===== config.mk =====
export PLATFORM = sky130hd
export DESIGN_NAME = pb_operand_loader
export DESIGN_NICKNAME = d
export VERILOG_FILES = /design/src/rtl/pb_operand_loader.sv
export SDC_FILE = /design/constraint.sdc
export NUM_CORES = 1
export LEC_CHECK = 0
export BUFFER_PORTS_ARGS = -buffer_cell sky130_fd_sc_hd__buf_2
export CAP_MARGIN = 20
export CELL_PAD_IN_SITES_DETAIL_PLACEMENT = 1
export CELL_PAD_IN_SITES_GLOBAL_PLACEMENT = 1
export CORE_MARGIN = 3
export CORE_UTILIZATION = 52
export CTS_CLUSTER_DIAMETER = 120
export DETAILED_ROUTE_END_ITERATION = 8
export PLACE_DENSITY = 0.82
export SLEW_MARGIN = 20
export SYNTH_ARGS = -nofsm -noshare
export SYNTH_HDL_FRONTEND = slang
export SYNTH_SLANG_ARGS = --single-unit

===== constraint.sdc =====
create_clock -name clk -period 5.8 [get_ports clk]
set_input_delay 0.29 -clock clk [delete_from_list [all_inputs] [get_ports clk]]
set_output_delay 0.29 -clock clk [all_outputs]
set_load 0.1 [all_outputs]

===== src/rtl/pb_operand_loader.sv =====
// Builds two 8-bit comparator operands from four debounced push buttons and a 4-bit switch bank.
// Each press captures the switches into one nibble; the full pair is then offered over valid/ready.
module pb_operand_loader #(
    parameter int DB_CYCLES = 4
) (
    input  logic       clk,
    input  logic       rst_n,
    input  logic       pb1,
    input  logic       pb2,
    input  logic       pb3,
    input  logic       pb4,
    input  logic [3:0] y,
    input  logic       out_ready,
    output logic [7:0] a,
    output logic [7:0] b,
    output logic       out_valid,
    output logic [3:0] loaded
);

    typedef enum logic {
        LOAD,
        VALID
    } state_t;

    localparam logic [15:0] CNT_LAST = 16'(DB_CYCLES - 1);

    logic [3:0]  raw;
    logic [3:0]  sync1;
    logic [3:0]  sync2;
    logic [3:0]  db;
    logic [15:0] cnt [4];
    logic [3:0]  press;

    state_t      state;
    state_t      state_next;
    logic [7:0]  a_next;
    logic [7:0]  b_next;
    logic [3:0]  loaded_next;

    // Bit order matches the loaded flags: index 0 is pb1.
    assign raw = {pb4, pb3, pb2, pb1};

    always_ff @(posedge clk or negedge rst_n) begin
        if (!rst_n) begin
            sync1 <= '0;
            sync2 <= '0;
            db    <= '0;
            for (int i = 0; i < 4; i++) begin
                cnt[i] <= '0;
            end
        end else begin
            sync1 <= raw;
            sync2 <= sync1;
            for (int i = 0; i < 4; i++) begin
                if (sync2[i] == db[i]) begin
                    cnt[i] <= '0;
                end else if (cnt[i] == CNT_LAST) begin
                    db[i]  <= sync2[i];
                    cnt[i] <= '0;
                end else begin
                    cnt[i] <= cnt[i] + 16'd1;
                end
            end
        end
    end

    // A press is the edge on which the debounced level flips from 0 to 1.
    always_comb begin
        press = '0;
        for (int i = 0; i < 4; i++) begin
            press[i] = (sync2[i] != db[i]) && (cnt[i] == CNT_LAST) && sync2[i];
        end
    end

    always_ff @(posedge clk or negedge rst_n) begin
        if (!rst_n) begin
            state  <= LOAD;
            a      <= '0;
            b      <= '0;
            loaded <= '0;
        end else begin
            state  <= state_next;
            a      <= a_next;
            b      <= b_next;
            loaded <= loaded_next;
        end
    end

    always_comb begin
        state_next  = state;
        a_next      = a;
        b_next      = b;
        loaded_next = loaded;
        case (state)
            LOAD: begin
                if (loaded == 4'b1111) begin
                    state_next = VALID;
                end
                if (press[0]) a_next[7:4] = y;
                if (press[1]) a_next[3:0] = y;
                if (press[2]) b_next[7:4] = y;
                if (press[3]) b_next[3:0] = y;
                loaded_next = loaded | press;
            end
            VALID: begin
                // Operands stay frozen; presses seen here are dropped.
                if (out_ready) begin
                    state_next  = LOAD;
                    loaded_next = '0;
                end
            end
            default: state_next = LOAD;
        endcase
    end

    assign out_valid = (state == VALID);

endmodule


Yosys cells after proc, flatten, opt, wreduce, memory -nomap -nowiden
Index checks and enable logic that the tools add are counted.
{ "classes": {"magnitude_cmp": 0, "n_shift": 0, "n_bitwise": 6, "n_addsub": 4, "mul": 0, "n_div": 0, "mux": 13, "n_reduce_logical": 16, "eq_ne": 14} }
{ "op_table": {"columns": ["op", "n"], "rows": [
  ["16-bit two-way mux", 8],
  ["16-bit by 1-bit adder with 16-bit output, second input constant", 4],
  ["16-bit by 2-bit == test with 1-bit output, second input constant", 4],
  ["2-bit AND reduction", 8],
  ["1-bit logical AND", 8],
  ["4-bit case mux with 2 select lines", 1],
  ["1-bit NOT", 5],
  ["1-bit == test", 4],
  ["4-bit == test, second input constant", 1],
  ["4-bit two-way mux", 1],
  ["1-bit != test", 4],
  ["4-bit OR", 1],
  ["1-bit two-way mux", 2],
  ["2-bit != test, second input constant", 1],
  ["1-bit case mux with 2 select lines", 1]
]} }
{ "word_totals": {"regBits": 97, "latch_bits": 0, "output_inout_bits": 21, "ram_bits": 0, "input_bits": 11, "n_memories": 0, "romBits": 0} }

Depth between registers and ports, before layout
Gate-level depths: netlist of run 1.
{ "logic_depth": {"word_depth": 5, "ltp_mapped": 6, "ltp_nobuf": 5} }

Worst setup path before layout of run 1
Ideal clock, no wire load.
{ "synth_path": {"path_type": "reg-to-reg", "start": "register state, in the netlist out_valid", "end": "register b[4]", "arrival_ns": 1.897, "path_stages_with_launch": 4, "path_buffers": 1, "path_slack_ns": 3.777, "cell_sequence": "dfrtp_1 -> or4b_1 -> buf_6 -> mux2_4"} }
{ "synth_via": {"elab_chain_len": 2} }
{ "synth_rtl": {"columns": ["item", "line_no", "rtl"], "rows": [
  ["start: declaration", "34", "state_t state;"],
  ["start signal: assignment", "82", "state <= state_next;"],
  ["1-bit NOT (no source line)", null, null],
  ["2-bit AND reduction (no source line)", null, null],
  ["end signal: assignment", "84", "b <= b_next;"],
  ["end: declaration", "15", "output logic [7:0] b,"]
]} }
Every way passes these cells.
A chain may end at the register's enable or synchronous reset.

Worst setup path in the final report of run 1
{ "layout_path": {"start": "register cnt[32] (netlist name)", "end": "register a[3]"} }
{ "layout_via": {"elab_chain_len": 4} }
{ "layout_rtl": {"columns": ["item", "line_no", "rtl"], "rows": [
  ["start: declaration", "31", "logic [15:0] cnt [4];"],
  ["start signal: indexed assignment", "61", "cnt[i] <= cnt[i] + 16'd1;"],
  ["16-bit by 2-bit == test with 1-bit output", "71", "press[i] = (sync2[i] != db[i]) && (cnt[i] == CNT_LAST) && sync2[i];"],
  ["1-bit logical AND (2 in a row)", "71", null],
  ["2-bit AND reduction (no source line)", null, null],
  ["end signal: assignment", "83", "a <= a_next;"],
  ["end: declaration", "14", "output logic [7:0] a,"]
]} }
Every way passes these cells.

==> out/metrics.cfg, run 1 <==
[timing]
max_slew_margin = 0.4975
tightest_slew_ns = 0.7538
worst_clock_skew_ns = 0.01245
max_freq_ghz = 0.4209
setup_viol = 0
rsz0062_at_grt = false
fin_crit_sh = 0.4096
hold_viol = 0
final.setup.worst_slack_ns = 3.424
slew_violations = 0
fin_setup_tns_ns = 0
post-route-min-period_ns = 2.376

[grt]
grt_pass1_wl_mm = 17.55
grt_start_max_net_pins = 63
antenna_found_initial = 0
grt-ovfl-total = 0
grt_pass1_vias = 3383
grt.total_usage = 0.2326

[logic_synthesis]
yosysUniqueCellTypes = 30
synth_top_area_cell = dfrtp_1
synth_warnings = 0
synth_area_leaders = dfrtp_1 56%, xnor2_1 8.8%, nor2_1 6.0%
synth.most_common_cell = dfrtp_1
synth_cells = 389
synth-seq-cells = 97
syn_area_sq_um = 4357
synth_common_cells = 97 x dfrtp_1, 70 x nor2_1, 44 x xnor2_1
yosysTopAreaCellShare = 0.5572
ys_seq_area_frac = 0.5572
synth_nets = 404
synth_flop_cell = dfrtp_1
synth_area_per_cell_sq_um = 11.20
synth_edf_count = 0
async_flop_share = 1.000

[clock_network]
cts_tree = done
htree_levels = 3
numCtsBuffers = 9
cts_root_buf = clkbuf_8
clkTransAtPathRegs_ns = 0.09
cts_buffer_depth = 2
cts_sinks = 97
insertion_delay_ns = 0.36
cts.repair.resized = 0

[critical_path]
startpoint_type = flop
ff2ff_path_depth = 5
worstSetupStartpoint = cnt[32]
crit_type = reg2reg
crit_path_max_fanout = 5
reg2reg_from = cnt[32]
worstPathRequired_ns = 6.04
worstReg2RegEnd = a[3]
cp-end-kind = flop
cp.arrival_ns = 2.61
worstSetupEndpoint = a[3]
r2r_setup_slack_ns = 3.42

[detailed_routing]
drtPass1Iterations = 4
via_per_inst = 5.755
drcViolationCount = 0
antenna_left = 0
post_drt_wl_per_cell_um = 19.16
num_vias = 3050
dr.first_iter.drc_count = 141
finalWirelength_mm = 10.16

[layout]
drive_above_1_share = 0.1729
num_antenna_cells = 0
fill_cells = 858
nets = 439
area_growth_pct = 11.14
finish.utilization = 0.6108

[floorplan]
initial_utilization = 0.5496
pin_count = 32
design.core.area_sq_um = 7928
dieArea_sq_um = 9512
die_h_um = 97.53
num_rows = 32
die_x_um = 97.53

[status]
status = complete, no violations

[placement]
post-place-ws_ns = 3.457
port_buffers = 31
place_congestion = 0.7645
dpl.hpwl_mm = 6.639

[power]
ir_worst_vdd_v = 0.0004433
power_density_nw_per_um2 = 476.5
p_leak_nw = 2.057

[job]
drv_cap = 0

[worst_hold_path]
hold_path_class = in2reg

## logic make-up after synthesis
family / after synthesis / share of synthesized area
flops: 97 / 0.5572
fa+ha+maj: 4 / 0.01149
xor+xnor: 60 / 0.1206
buf+inv: 18 / 0.01924
simple gates: 186 / 0.2289
compound gates: 3 / 0.005169
mux: 21 / 0.05744
## layout by cell type, fill, tap and decap left out, types with 4 or more instances in the layout
master    synthesis  layout
mux2_2           15      15
nand3_1          18      18
and3_1            4       4
nor3_1           16      16
mux2_4            4       4
dfrtp_1          97      97
xor2_1           16      16
xnor2_1          44      44
nor2_1           70      70
buf_2             1      30
clkbuf_8          0       9
nor4_1           22      22
nand4_1          21      21
inv_1             9       9
ha_1              4       4
nand2_1          19      19
## area by class of cell
type | count | area [sq um] | share of cell area
Sequential cell | 97 | 2427 | 0.5013
Multi-Input combinational cell | 274 | 1846 | 0.3811
Timing Repair Buffer | 33 | 175.2 | 0.03618
Clock buffer | 10 | 127.6 | 0.02636
Tap cell | 102 | 127.6 | 0.02636
Clock inverter | 5 | 105.1 | 0.02171
Inverter | 9 | 33.78 | 0.006977
## flip-flops by register name (all words and copies together) (netlist names)
register / count
a: 8
b: 8
cnt: 64
db: 4
loaded: 4
out_valid: 1
sync1: 4
sync2: 4
## repair_timing
item | 4_1_cts | 5_1_grt
endpoints found under the hold margin | 35 | 0
endpoints found under the setup margin | 0 | 0
hold buffers | 1 | 0
buffers inserted | 0 | 0
## stage by stage
stage / hold WS (ns) / cells / cell area [sq um] / total power [mW]
2_1_floorplan: -0.005591 / 389 / 4357 / 1.610
3_3_place_gp: 0.2749 / 514 / 4599 / 1.769
3_5_place_dp: 0.2776 / 514 / 4599 / 1.794
4_1_cts: 0.02113 / 530 / 4842 / 2.326
5_1_grt: 0.01481 / 530 / 4842 / 2.412
6_report: 0.03440 / 530 / 4842 / 2.307
## critical path: stages (launching register included)
cell     delay (ns)
dfrtp_1        0.40
ha_1           0.24
nor4b_1        0.26
nand4_1        0.25
nor4b_2        0.69
mux2_2         0.42
## worst min-delay path by stage
stage          slack, ns  depth (start not counted)  startpoint  endpoint
2_1_floorplan     -0.006                          0       rst_n      a[0]
3_3_place_gp        0.27                          1       rst_n   cnt[57]
3_5_place_dp        0.28                          1       rst_n   cnt[57]
4_1_cts             0.02                          1         pb2  sync1[1]
5_1_grt             0.01                          1         pb2  sync1[1]
6_report            0.03                          1         pb4  sync1[3]
## report_power, final
group | internal, mW | total [mW] | switching, mW
Sequential | 0.791 | 0.910 | 0.119
Clock | 0.284 | 0.515 | 0.230
Combinational | 0.174 | 0.883 | 0.709
## layer usage
| layer | vias to the layer above | global-route usage | wire length (um) |
|---|---|---|---|
| li1 | 1413 | - | - |
| met5 | - | 0 | 0 |
| met2 | 52 | 0.3743 | 4921 |
| met1 | 1565 | 0.3079 | 4694 |
| met3 | 20 | 0.03805 | 272 |
| met4 | 0 | 0.1097 | 268 |
No activity file was read; power rests on OpenSTA's default activity.
==> run 2, diff against run 1 <==
Settings changed: CORE_UTILIZATION 52 to 43, PLACE_DENSITY 0.82 to 0.72.
Clock period 5.8 ns to 2 ns, I/O delays scaled along.
==> run 2 against run 1 <==
  * Count of clock-buffer cells in the layout stayed put
  * Sequential power grew to 2.8 times the previous value
  * Clock skew is 0.0041 ns lower
  * Sequential share of layout area is 4.6 points lower
  * First-iteration DRC count is 31% lower
  * Worst setup slack worse by 3.3 ns
  * Critical endpoint is now b[4]
==> out/metrics.cfg, run 2 (synthesis gave the netlist of run 1 again) <==
[placement]
port_buffers = 31  ; unchanged
place_congestion = 0.7921  ; +3.6%
dpl.hpwl_mm = 7.054  ; +6.3%

[grt]
grt-ovfl-total = 0  ; unchanged
grt_start_max_net_pins = 49  ; -22%
grt.total_usage = 0.1867  ; -0.04589
antenna_found_initial = 0  ; unchanged
grt_pass1_vias = 3430  ; +1.4%
grt_pass1_wl_mm = 16.82  ; -4.2%

[timing]
rsz0062_at_grt = true
max_slew_margin = 0.6654  ; +0.1679
max_freq_ghz = 0.5252  ; +25%
tightest_slew_ns = 0.5054  ; -0.2484 ns
worst_clock_skew_ns = 0.008343  ; -0.004103 ns
worst_hold_slack_ns = 0.03986  ; +0.005456 ns
setup_viol = 0  ; unchanged
slew_violations = 0  ; unchanged
hold_viol = 0  ; unchanged
fin_crit_sh = 0.9520  ; +0.5424
post-route-min-period_ns = 1.904  ; -0.4719 ns

[worst_hold_path]
hold_path_class = in2reg

[clock_network]
cts_tree = done
clkTransAtPathRegs_ns = 0.09  ; about the same
cts_root_buf = clkbuf_8
insertion_delay_ns = 0.35  ; about the same
cts_sinks = 97  ; unchanged
htree_levels = 3  ; unchanged
numCtsBuffers = 9  ; unchanged
cts_buffer_depth = 2  ; unchanged

[critical_path]
cp-end-kind = flop
startpoint_type = flop
worstReg2RegEnd = b[4]
worstPathRequired_ns = 2.24  ; -3.80 ns
ff2ff_path_depth = 5  ; unchanged
cp.arrival_ns = 2.14  ; -0.47 ns
r2r_setup_slack_ns = 0.1  ; -3.33 ns
reg2reg_from = cnt[16]
crit_path_max_fanout = 5  ; unchanged
worstSetupEndpoint = b[4]
crit_type = reg2reg
worstSetupStartpoint = cnt[16]

[floorplan]
num_rows = 36  ; +13%
dieArea_sq_um = 11380  ; +20%
design.core.area_sq_um = 9819  ; +24%
die_x_um = 106.7  ; +9.4%
die_h_um = 106.7  ; +9.4%
initial_utilization = 0.4437  ; -0.1059
pin_count = 32  ; unchanged

[detailed_routing]
antenna_left = 0  ; unchanged
drcViolationCount = 0  ; unchanged
post_drt_wl_per_cell_um = 15.96  ; -17%
num_vias = 3205  ; +5.1%
drtPass1Iterations = 4  ; unchanged
finalWirelength_mm = 9.832  ; -3.2%
via_per_inst = 5.203  ; -9.6%
dr.first_iter.drc_count = 97  ; -31%

[power]
ir_worst_vdd_v = 0.001742  ; +290%
p_leak_nw = 2.328  ; +13%
power_density_nw_per_um2 = 1253  ; +160%

[job]
drv_cap = 0  ; unchanged

[layout]
reg_top3 = cnt (64), a (8), b (8)
num_antenna_cells = 0  ; unchanged
top_register = cnt
layout_commonest_cell = dfrtp_1
most-common-layout-cells = 96 x dfrtp_1, 70 x nor2_1, 50 x buf_4, 44 x xnor2_1, 30 x buf_2
area_growth_pct = 22.54
largest_reg_flops = 64  ; unchanged
nets = 494  ; +13%
drive_above_1_share = 0.2795  ; +0.1066
finish.utilization = 0.5437  ; -0.06709

[status]
status = complete, no violations

run 2: cell types whose count changed in the layout (fill, tap and decap cells not counted), sizes merged:
cell,before,now
bufinv,3,1
inv,9,10
clkinvlp,2,1
dlygate4sd3,1,6
clkinv,0,2
buf,32,82
run 2: worst min-delay path by stage:
stage / from / end / cells after the start
2_1_floorplan: rst_n / a[0] / 0
3_3_place_gp: rst_n / cnt[56] / 1
3_5_place_dp: rst_n / cnt[56] / 1
4_1_cts: y[2] / b[6] / 2
5_1_grt: y[1] / b[5] / 2
6_report: y[2] / b[6] / 2
run 2: per-stage QoR:
step	setup TNS, ns	cell area, sq um	std cells	power (mW)	worst slack, ns
6_report	0	5339	616	6.691	0.09600
5_1_grt	-0.07961	5339	616	7.026	-0.02000
4_1_cts	0	5261	611	6.718	0.00002887
3_5_place_dp	-0.5270	4985	589	5.415	-0.1360
3_3_place_gp	0	4985	589	5.346	0.04865
2_1_floorplan	0	4360	389	4.672	0.01800
run 2: timing repair:
item / CTS / global route
pin swaps: 1 / 4
setup buffers: 1 / 5
endpoints found under the hold margin: 38 / 0
setup endpoints to repair: 10 / 12
hold buffers: 6 / 0
gates resized for setup: 4 / 8
cloned: 0 / 0
run 2: worst max-delay path, stage by stage (launching register included):
cell     delay, ns
dfrtp_1       0.37
ha_2          0.18
nor4b_2       0.22
nand4_2       0.15
or4b_4        0.56
mux2_4        0.32
run 2: final cells by class:
| cell class | count | area [sq um] |
|---|---|---|
| timing repair buffer | 88 | 616.8 |
| tap | 133 | 166.4 |
| sequential | 97 | 2429 |
| clock inverter | 5 | 56.30 |
| fill | 1135 | 4481 |
| multi-input combinational | 274 | 1909 |
| inverter | 9 | 33.78 |
| clock buffer | 10 | 127.6 |
run 2: metal layers:
metal  GRT usage  vias up  wire [um]
met5           0        -          0
met4     0.07580        0        205
met3     0.03131       20        291
met2      0.2896       49       4671
met1      0.2622     1613       4664
li1            -     1523          -
run 2: power by group:
part	internal [mW]	switching (mW)	total, mW
clock network	0.573	0.670	1.24
registers	2.29	0.289	2.58
logic	0.743	2.12	2.86
